[src/rtl/instr_fetch_sequencer_if.sv]
// Instruction memory fetch bus: request/valid handshake between the
// fetch sequencer (master) and instruction memory (slave).
interface instr_fetch_sequencer_if #(
   parameter int PC_W    = 16,
   parameter int INSTR_W = 32
);
   logic               imem_req;
   logic [PC_W-1:0]    imem_addr;
   logic               imem_valid;
   logic [INSTR_W-1:0] imem_rdata;

   modport master (
      output imem_req,
      output imem_addr,
      input  imem_valid,
      input  imem_rdata
   );

   modport slave (
      input  imem_req,
      input  imem_addr,
      output imem_valid,
      output imem_rdata
   );
endinterface

[src/rtl/instr_fetch_sequencer.sv]
// Instruction fetch and sequencing for the 16-bit MIPS core.
// Fetches one word, presents it to the control unit until the datapath
// releases it, then resolves the next PC from the jump/branch decision.
module instr_fetch_sequencer #(
   parameter int              PC_W     = 16,
   parameter int              INSTR_W  = 32,
   parameter logic [PC_W-1:0] RESET_PC = 16'h0000,
   parameter logic [5:0]      HALT_OP  = 6'b111111
) (
   input  logic                    clk,
   input  logic                    rst_n,
   instr_fetch_sequencer_if.master imemBus,
   input  logic                    stall,
   input  logic                    beq,
   input  logic                    jump,
   input  logic                    zero,
   output logic [INSTR_W-1:0]      instr,
   output logic [5:0]              opcode,
   output logic                    instr_valid,
   output logic [PC_W-1:0]         pc_plus1,
   output logic [15:0]             retired,
   output logic                    halted
);

   // The single beq control line serves both beq and bne; bne inverts zero.
   localparam logic [5:0] BNE_OP = 6'b000101;

   typedef enum logic [1:0] {
      IDLE  = 2'd0,
      FETCH = 2'd1,
      ISSUE = 2'd2,
      HALT  = 2'd3
   } state_t;

   state_t          state;
   state_t          nextState;
   logic [PC_W-1:0] pc;
   logic [PC_W-1:0] nextPc;
   logic [PC_W-1:0] pcInc;
   logic            loadInstr;
   logic            retire;

   // Jump beats a taken branch; the branch add wraps with the carry dropped.
   function automatic logic [PC_W-1:0] resolveNextPc(
      input logic [PC_W-1:0] linkPc,
      input logic [15:0]     imm,
      input logic [5:0]      op,
      input logic            isJump,
      input logic            isBeq,
      input logic            isZero
   );
      logic [PC_W-1:0] offset;
      offset = PC_W'(imm);
      if (isJump) begin
         return offset;
      end
      if (isBeq && (isZero ^ (op == BNE_OP))) begin
         return linkPc + offset;
      end
      return linkPc;
   endfunction

   assign pcInc             = pc + PC_W'(1);
   assign pc_plus1          = pcInc;
   assign opcode            = instr[31:26];
   assign imemBus.imem_addr = pc;

   // State register.
   always_ff @(posedge clk or negedge rst_n) begin
      if (!rst_n) begin
         state <= IDLE;
      end else begin
         state <= nextState;
      end
   end

   // Next-state and sequencing control; the visible outputs decode from state only.
   always_comb begin
      nextState        = state;
      nextPc           = pc;
      loadInstr        = 1'b0;
      retire           = 1'b0;
      imemBus.imem_req = 1'b0;
      instr_valid      = 1'b0;
      halted           = 1'b0;
      case (state)
         IDLE: begin
            nextState = FETCH;
         end
         FETCH: begin
            imemBus.imem_req = 1'b1;
            if (imemBus.imem_valid) begin
               loadInstr = 1'b1;
               nextState = ISSUE;
            end
         end
         ISSUE: begin
            instr_valid = 1'b1;
            if (!stall) begin
               retire = 1'b1;
               if (opcode == HALT_OP) begin
                  nextState = HALT;
               end else begin
                  nextPc    = resolveNextPc(pcInc, instr[15:0], opcode, jump, beq, zero);
                  nextState = FETCH;
               end
            end
         end
         HALT: begin
            halted = 1'b1;
         end
         default: begin
            nextState = IDLE;
         end
      endcase
   end

   // PC, instruction register and retirement counter.
   always_ff @(posedge clk or negedge rst_n) begin
      if (!rst_n) begin
         pc      <= RESET_PC;
         instr   <= '0;
         retired <= '0;
      end else begin
         pc <= nextPc;
         if (loadInstr) begin
            instr <= imemBus.imem_rdata;
         end
         if (retire) begin
            retired <= retired + 16'd1;
         end
      end
   end

endmodule

[src/flat_wrapper.sv]
// flat-port wrapper written by rule: the top's interface ports become plain ports
module instr_fetch_sequencer_flat 
#(
   parameter int              PC_W     = 16,
   parameter int              INSTR_W  = 32,
   parameter logic [PC_W-1:0] RESET_PC = 16'h0000,
   parameter logic [5:0]      HALT_OP  = 6'b111111
)
  (clk, rst_n, stall, beq, jump, zero, instr, opcode, instr_valid, pc_plus1, retired, halted, imemBus_imem_req, imemBus_imem_addr, imemBus_imem_valid, imemBus_imem_rdata);
  instr_fetch_sequencer_if #(.PC_W(PC_W), .INSTR_W(INSTR_W)) imemBus_i ();
  input  logic clk;
  input  logic rst_n;
  input  logic stall;
  input  logic beq;
  input  logic jump;
  input  logic zero;
  output logic [INSTR_W-1:0] instr;
  output logic [5:0] opcode;
  output logic instr_valid;
  output logic [PC_W-1:0] pc_plus1;
  output logic [15:0] retired;
  output logic halted;
  output wire logic [$bits(imemBus_i.imem_req)-1:0] imemBus_imem_req;
  output wire logic [$bits(imemBus_i.imem_addr)-1:0] imemBus_imem_addr;
  input wire logic [$bits(imemBus_i.imem_valid)-1:0] imemBus_imem_valid;
  input wire logic [$bits(imemBus_i.imem_rdata)-1:0] imemBus_imem_rdata;
  assign imemBus_imem_req = imemBus_i.imem_req;
  assign imemBus_imem_addr = imemBus_i.imem_addr;
  assign imemBus_i.imem_valid = imemBus_imem_valid;
  assign imemBus_i.imem_rdata = imemBus_imem_rdata;
  instr_fetch_sequencer #(.PC_W(PC_W), .INSTR_W(INSTR_W), .RESET_PC(RESET_PC), .HALT_OP(HALT_OP)) u_core (.clk(clk), .rst_n(rst_n), .imemBus(imemBus_i), .stall(stall), .beq(beq), .jump(jump), .zero(zero), .instr(instr), .opcode(opcode), .instr_valid(instr_valid), .pc_plus1(pc_plus1), .retired(retired), .halted(halted));
endmodule
[config.mk]
export PLATFORM = sky130hd
export DESIGN_NAME = instr_fetch_sequencer_flat
export DESIGN_NICKNAME = d
export VERILOG_FILES = /design/src/rtl/instr_fetch_sequencer_if.sv /design/src/rtl/instr_fetch_sequencer.sv /design/src/flat_wrapper.sv
export SDC_FILE = /design/constraint.sdc
export NUM_CORES = 1
export LEC_CHECK = 0
export CAP_MARGIN = 10
export CORE_AREA = 4 4 106 108
export DETAILED_ROUTE_END_ITERATION = 7
export DIE_AREA = 0 0 110 112
export GPL_TIMING_DRIVEN = 0
export PLACE_DENSITY = 0.76
export REMOVE_ABC_BUFFERS = 1
export SETUP_SLACK_MARGIN = 0.5
export SLEW_MARGIN = 10
export SYNTH_ARGS = -nofsm -noshare
export SYNTH_HDL_FRONTEND = slang
export SYNTH_SLANG_ARGS = --single-unit
[constraint.sdc]
create_clock -name clk -period 2.6 [get_ports clk]
set_input_delay 0.52 -clock clk [delete_from_list [all_inputs] [get_ports clk]]
set_output_delay 0.52 -clock clk [all_outputs]
set_load 0.05 [all_outputs]
==> results of run 1 <==
==> cells in the final DEF, fill, tap and decap left out, types with 11 or more instances in the layout <==
master and n:
sky130_fd_sc_hd__buf_4 50, sky130_fd_sc_hd__buf_6 20, sky130_fd_sc_hd__clkbuf_8 11, sky130_fd_sc_hd__clkdlybuf4s50_1 48
sky130_fd_sc_hd__dfrtp_1 58, sky130_fd_sc_hd__dlygate4sd2_1 49, sky130_fd_sc_hd__ha_4 15, sky130_fd_sc_hd__mux2_2 33
sky130_fd_sc_hd__nand2_1 34, sky130_fd_sc_hd__nor2_1 19, sky130_fd_sc_hd__o21ai_0 13, sky130_fd_sc_hd__xnor2_1 18
==> worst reg2reg max path: stages, from the launching register on <==
cell and delay (ps):
sky130_fd_sc_hd__dfrtp_2 410, sky130_fd_sc_hd__buf_6 130, sky130_fd_sc_hd__nand4_4 220, sky130_fd_sc_hd__nor2_4 220, sky130_fd_sc_hd__buf_4 180, sky130_fd_sc_hd__xnor2_4 90, sky130_fd_sc_hd__ha_4 300, sky130_fd_sc_hd__nand2_2 80
sky130_fd_sc_hd__o21ai_2 160, sky130_fd_sc_hd__a21oi_2 70, sky130_fd_sc_hd__nor4b_1 150, sky130_fd_sc_hd__or4_1 500, sky130_fd_sc_hd__a21oi_1 130
==> through the flow <==
stage	setup TNS (ps)	cell area, µm²	std cells	setup slack [ps]
2_1_floorplan	-11950	3960	382	-1290
3_3_place_gp	-94190	5400	645	-1300
3_5_place_dp	-5270	5440	647	-626
4_1_cts	-139	6250	703	-58.5
5_1_grt	-1410	6860	723	-216
6_report	-487	6860	723	-107
==> worst max path at each step <==
| stage | slack [ps] | endpoint | depth (start not counted) | start |
|---|---|---|---|---|
| 3_5_place_dp | -630 | u_core.imemBus.imem_addr[13] | 11 | u_core.imemBus.imem_addr[0] |
| 5_1_grt | -220 | u_core.imemBus.imem_addr[13] | 12 | u_core.imemBus.imem_addr[0] |
| 2_1_floorplan | -1290 | u_core.imemBus.imem_addr[13] | 11 | u_core.imemBus.imem_addr[0] |
| 6_report | -110 | u_core.imemBus.imem_addr[13] | 12 | u_core.imemBus.imem_addr[0] |
| 3_3_place_gp | -1300 | u_core.retired[11] | 1 | rst_n |
| 4_1_cts | -60 | u_core.imemBus.imem_addr[13] | 11 | u_core.imemBus.imem_addr[0] |
==> cell type report <==
cell class,count,area (µm²),area share [%]
well taps,136,170,2.48
multi-input cells,306,2950,43.0
flip-flops and latches,66,1660,24.2
clock buffers,11,151,2.21
inverters,10,37.5,0.547
clock inverters,3,40.0,0.584
repair buffers,191,1850,26.9
==> sequential cells by signal, indices dropped and copies added (netlist names) <==
register                  count
u_core.imemBus.imem_addr     16
u_core.instr                 32
u_core.retired               16
u_core.state                  2
==> per-layer routing <==
metal  vias to the layer above  share of wire (%)  global-route usage, %
met2                       163                 52                   34.3
met1                      1928                 38                   23.8
met3                        18                7.8                   5.10
li1                       1800                  -                      -
met5                         -                  0                      0
met4                         0                1.4                   6.15
==> kinds of logic after synthesis <==
logic type	synth area share, %
XOR/XNOR	9.40
buffers and inverters	3.42
AO/OA/AOI/OAI	12.5
AND/OR/NAND/NOR	14.8
multiplexers	10.7
adder cells (fa/ha/maj)	8.50
flip-flops	40.7
==> repair_timing <==
action	4_1_cts	5_1_grt
gates resized for setup	227	90
hold buffers	0	0
endpoints found under the setup margin	89	44
endpoints found under the hold margin	0	0
pin swaps	28	44
setup buffers	42	20
==> impl_metrics.tcl, run 1 <==
set metrics [dict create \
    syn_area_um2 4060 \
    maxSlewViolCount 0 \
    drtPass1Iterations 7 \
    setup_crit_start_kind "flip-flop" \
    critical_register_to_register_path_endpoint "u_core.imemBus.imem_addr[13]" \
    failed_checks "negative setup slack" \
    fmax_mhz 369 \
    layout_min_cycle_time_ps 2710 \
    grt_setup_unrepaired "yes" \
    num_vias 3909 \
    whs_ps 83.3 \
    cts_num_sinks 66 \
    first_iter_violations 272 \
    worst_path_max_delay_cell "sky130_fd_sc_hd__or4_1" \
    max-clock-path-buffers 2 \
    clockRootBuffer "sky130_fd_sc_hd__clkbuf_8" \
    holdCritPathClass "in2async" \
    ant_nets 0 \
    report.final.setup_viol 7 \
    timing_hold_violations_final 0 \
    final_critical_path_setup_slack_ps -107 \
    synth_area_leader_cell "sky130_fd_sc_hd__dfrtp_1" \
    relSlewSlack_pct 42.2 \
    clk_latency_ps 340 \
    clk_pin_slew_worst_paths_ps 70 \
    finClkSkew_ps 12.9 \
    gp_routability_congestion 0.842 \
    grt_max_degree 43 \
    ys_top_cells_by_count "66 x sky130_fd_sc_hd__dfrtp_1, 36 x sky130_fd_sc_hd__nand2_1, 34 x sky130_fd_sc_hd__mux2_2" \
    synthesized_instance_count 402 \
    timing.critical_path.max_delay_family "simple AND/OR/NAND/NOR gates" \
    antennaDiodeCount 0 \
    detail_route.vias_per_cell 5.41 \
    grt_first_pass_wirelength_mm 19.3 \
    dp_hpwl_mm 8.12 \
    worst-r2r-cell-count 12 \
    main_area_contributors_after_synthesis "sky130_fd_sc_hd__dfrtp_1 41%, sky130_fd_sc_hd__mux2_2 9.4%, sky130_fd_sc_hd__ha_1 8.0%, sky130_fd_sc_hd__xnor2_1 5.6%, sky130_fd_sc_hd__nand2_1 3.3%" \
    synth.ff_latch_count 66 \
    synth_async_sr_flop_share_pct 100 \
    globalRouteOverflowTotal 0 \
    cts_tree "done" \
    layout_worst_path_cycle_share_pct 104 \
    outcome "finished with violations" \
    slack_of_the_worst_reg_to_reg_path_ps -110 \
    routedWlPerCell_um 18.2 \
    leading_cell_type_by_number_of_instances_after_synthesis "sky130_fd_sc_hd__dfrtp_1" \
    worstMarginPinSlew_ps 867 \
    nFillCells 768 \
    synth.avg_cell_area_um2 10.1 \
    number_of_buffer_and_inverter_stages_on_the_critical_path 2 \
    syn_to_final_growth_pct 68.9 \
    h-tree-depth 3 \
    worst_path_required_ps 2860 \
    drv_cap 0 \
    number_of_antenna_violations_at_the_first_check_in_global_routing 0 \
    critical_path_arrival_ps 2970 \
    ys.flop_type "sky130_fd_sc_hd__dfrtp_1" \
    seq_area_frac_synth_pct 40.7 \
    post-route-util_pct 67.1 \
    grt_pass1_vias 3869 \
    yosysWarnings 0 \
    criticalPathCategory "reg2reg" \
    floorplan.core_area_um2 10200 \
    final_layout_size_suffix_gt1_share_pct 38.3 \
    synth_enable_flop_cells 0 \
    start_util_pct 39.7 \
    final_nets 650 \
    wirelength_mm 13.2 \
    timing.critical_path.to_type "flip-flop" \
    die_w_um 110 \
    drc 0 \
    grt.total_usage_pct 19.8 \
    chipHeight_um 112 \
    timing.critical_path.slowest_cell_delay_ps 500 \
    critical_path.cell_chain "buf_6, nand4_4, nor2_4, buf_4, xnor2_4, ha_4, nand2_2, o21ai_2, a21oi_2, nor4b_1, or4_1, a21oi_1" \
    floorplan.die_area_um2 12300 \
    placement.io_buffers 127 \
    synthDominantCellAreaShare_pct 40.7 \
    cts_buffers 9 \
    io-pin-count 128 \
    fp-row-count 37 \
    timing.rr.start "u_core.imemBus.imem_addr[0]" \
    cp_max_fo 4 \
    netlist-cell-type-count 49 \
]
Power of run 1 is not shown: default switching activity piles up to over one toggle a cycle in this logic, so the estimate is an artifact.
==> run 2, diff against run 1 <==
Settings changed: PLACE_DENSITY 0.76 to 0.71.
==> impl_metrics.tcl, run 2 (synthesis gave the netlist of run 1 again) <==
set metrics [dict create \
    max-clock-path-buffers 2 \
    final_critical_path_setup_slack_ps -181 \
    chipHeight_um 112 \
    final_nets 677 \
    mostFrequentLayoutCell "sky130_fd_sc_hd__buf_4" \
    globalRouteOverflowTotal 0 \
    outcome "finished with violations" \
    criticalPathCategory "reg2reg" \
    worstMarginPinSlew_ps 907 \
    critical_register_to_register_path_endpoint "u_core.imemBus.imem_addr[11]" \
    detail_route.vias_per_cell 5.46 \
    drv_cap 0 \
    finClkSkew_ps 11.7 \
    floorplan.core_area_um2 10200 \
    worst_path_required_ps 2800 \
    h-tree-depth 3 \
    timing.critical_path.max_delay_family "compound AO/OA/AOI/OAI gates" \
    drc 0 \
    layout_min_cycle_time_ps 2780 \
    timing.critical_path.from "u_core.imemBus.imem_addr[0]" \
    grt_first_pass_wirelength_mm 20.5 \
    fp-row-count 37 \
    ff_latch_area_um2 1660 \
    io-pin-count 128 \
    clockRootBuffer "sky130_fd_sc_hd__clkbuf_8" \
    fmax_mhz 360 \
    layout_worst_path_cycle_share_pct 107 \
    cts_num_sinks 66 \
    largest_register_ff_count 32 \
    first_iter_violations 184 \
    nFillCells 759 \
    relSlewSlack_pct 39.5 \
    cts_tree "done" \
    floorplan.die_area_um2 12300 \
    final_layout_size_suffix_gt1_share_pct 42.2 \
    timing.critical_path.to_type "flip-flop" \
    holdCritPathClass "in2async" \
    clk_latency_ps 340 \
    syn_to_final_growth_pct 75.4 \
    cp_max_fo 5 \
    slack_of_the_worst_reg_to_reg_path_ps -180 \
    failed_checks "negative setup slack" \
    maxSlewViolCount 0 \
    antennaDiodeCount 0 \
    worst_path_most_repeated_cell "sky130_fd_sc_hd__buf_4" \
    number_of_antenna_violations_at_the_first_check_in_global_routing 0 \
    gp_routability_congestion 0.842 \
    clk_pin_slew_worst_paths_ps 80 \
    grt_setup_unrepaired "yes" \
    ant_nets 0 \
    stdcell_area_um2 7130 \
    most_used_cells_in_the_layout_excluding_fill_and_tap_cells "63 x sky130_fd_sc_hd__buf_4, 56 x sky130_fd_sc_hd__dfrtp_1, 54 x sky130_fd_sc_hd__dlygate4sd2_1" \
    dp_hpwl_mm 8.09 \
    worst_path_max_delay_cell "sky130_fd_sc_hd__dfrtp_2" \
    cts_buffers 9 \
    wirelength_mm 14.2 \
    timing_hold_violations_final 0 \
    timing.rr.start "u_core.imemBus.imem_addr[0]" \
    grt_pass1_vias 4124 \
    timing.critical_path.slowest_cell_delay_ps 450 \
    grt.total_usage_pct 20.9 \
    report.final.setup_viol 8 \
    drtPass1Iterations 5 \
    grt_max_degree 40 \
    num_vias 4104 \
    number_of_buffer_and_inverter_stages_on_the_critical_path 4 \
    start_util_pct 39.7 \
    placement.io_buffers 127 \
    regMostFlops "u_core.instr" \
    setup_crit_start_kind "flip-flop" \
    placement.cell_area_um2 5440 \
    worst-r2r-cell-count 12 \
    critical_path_arrival_ps 2980 \
    multi_input_comb_area_um2 2950 \
    die_w_um 110 \
    routedWlPerCell_um 18.9 \
    critical_path.cell_chain "ha_4, buf_4, buf_12, xor2_4, ha_4, o211ai_1, buf_4, o211ai_1, a31oi_1, buf_4, xor2_2, a221oi_2" \
]
run 2: cell types whose count changed in the layout (fill, tap and decap cells not counted), moves of 3 or more:
cell / change
sky130_fd_sc_hd__xnor2_2: +3
sky130_fd_sc_hd__buf_4: +13
sky130_fd_sc_hd__dlygate4sd2_1: +5
sky130_fd_sc_hd__buf_6: +9
sky130_fd_sc_hd__dlymetal6s2s_1: -5
sky130_fd_sc_hd__buf_12: +4
sky130_fd_sc_hd__nor2_2: -3
run 2: per-stage QoR:
stage | setup slack, ps | hold WS, ps | setup TNS [ps] | utilization [%] | cells
floorplan | -1290 | 224 | -11950 | - | 382
global placement | -1330 | 458 | -96510 | 52.8 | 645
detailed placement | -650 | 460 | -5450 | 53.1 | 647
CTS | -19.8 | 95.0 | -19.8 | 63.7 | 715
global route | -265 | 114 | -1800 | 69.6 | 752
finish | -181 | 102 | -866 | 69.6 | 752
run 2: how the worst max path moves through the flow:
stage,to,cells past startpoint
floorplan,u_core.imemBus.imem_addr[13],11
global placement,u_core.retired[12],1
detailed placement,u_core.imemBus.imem_addr[13],11
CTS,u_core.imemBus.imem_addr[13],12
global route,u_core.imemBus.imem_addr[13],11
finish,u_core.imemBus.imem_addr[11],12
run 2: area by class of cell:
type / count / share of cell area, %
multi-input cells: 306 / 41.4
repair buffers: 218 / 29.3
flip-flops and latches: 66 / 23.4
well taps: 136 / 2.39
clock buffers: 11 / 1.98
clock inverters: 5 / 1.09
inverters: 10 / 0.527
run 2: what timing repair did:
item / CTS / global route
hold buffers: 0 / 0
setup buffers: 52 / 37
pin swaps: 43 / 27
setup endpoints to repair: 93 / 40
gates resized for setup: 266 / 72
endpoints found under the hold margin: 0 / 0
run 2: metal layers:
metal  up-vias  wire length [µm]  global-route usage [%]
met4         0               388                    5.40
met3        36              1150                    5.04
met2       206              6940                    34.9
met1      2000              5740                    26.9
li1       1862                 -                       -
met5         -                 0                       0
Power of run 2 is left out for the same reason.
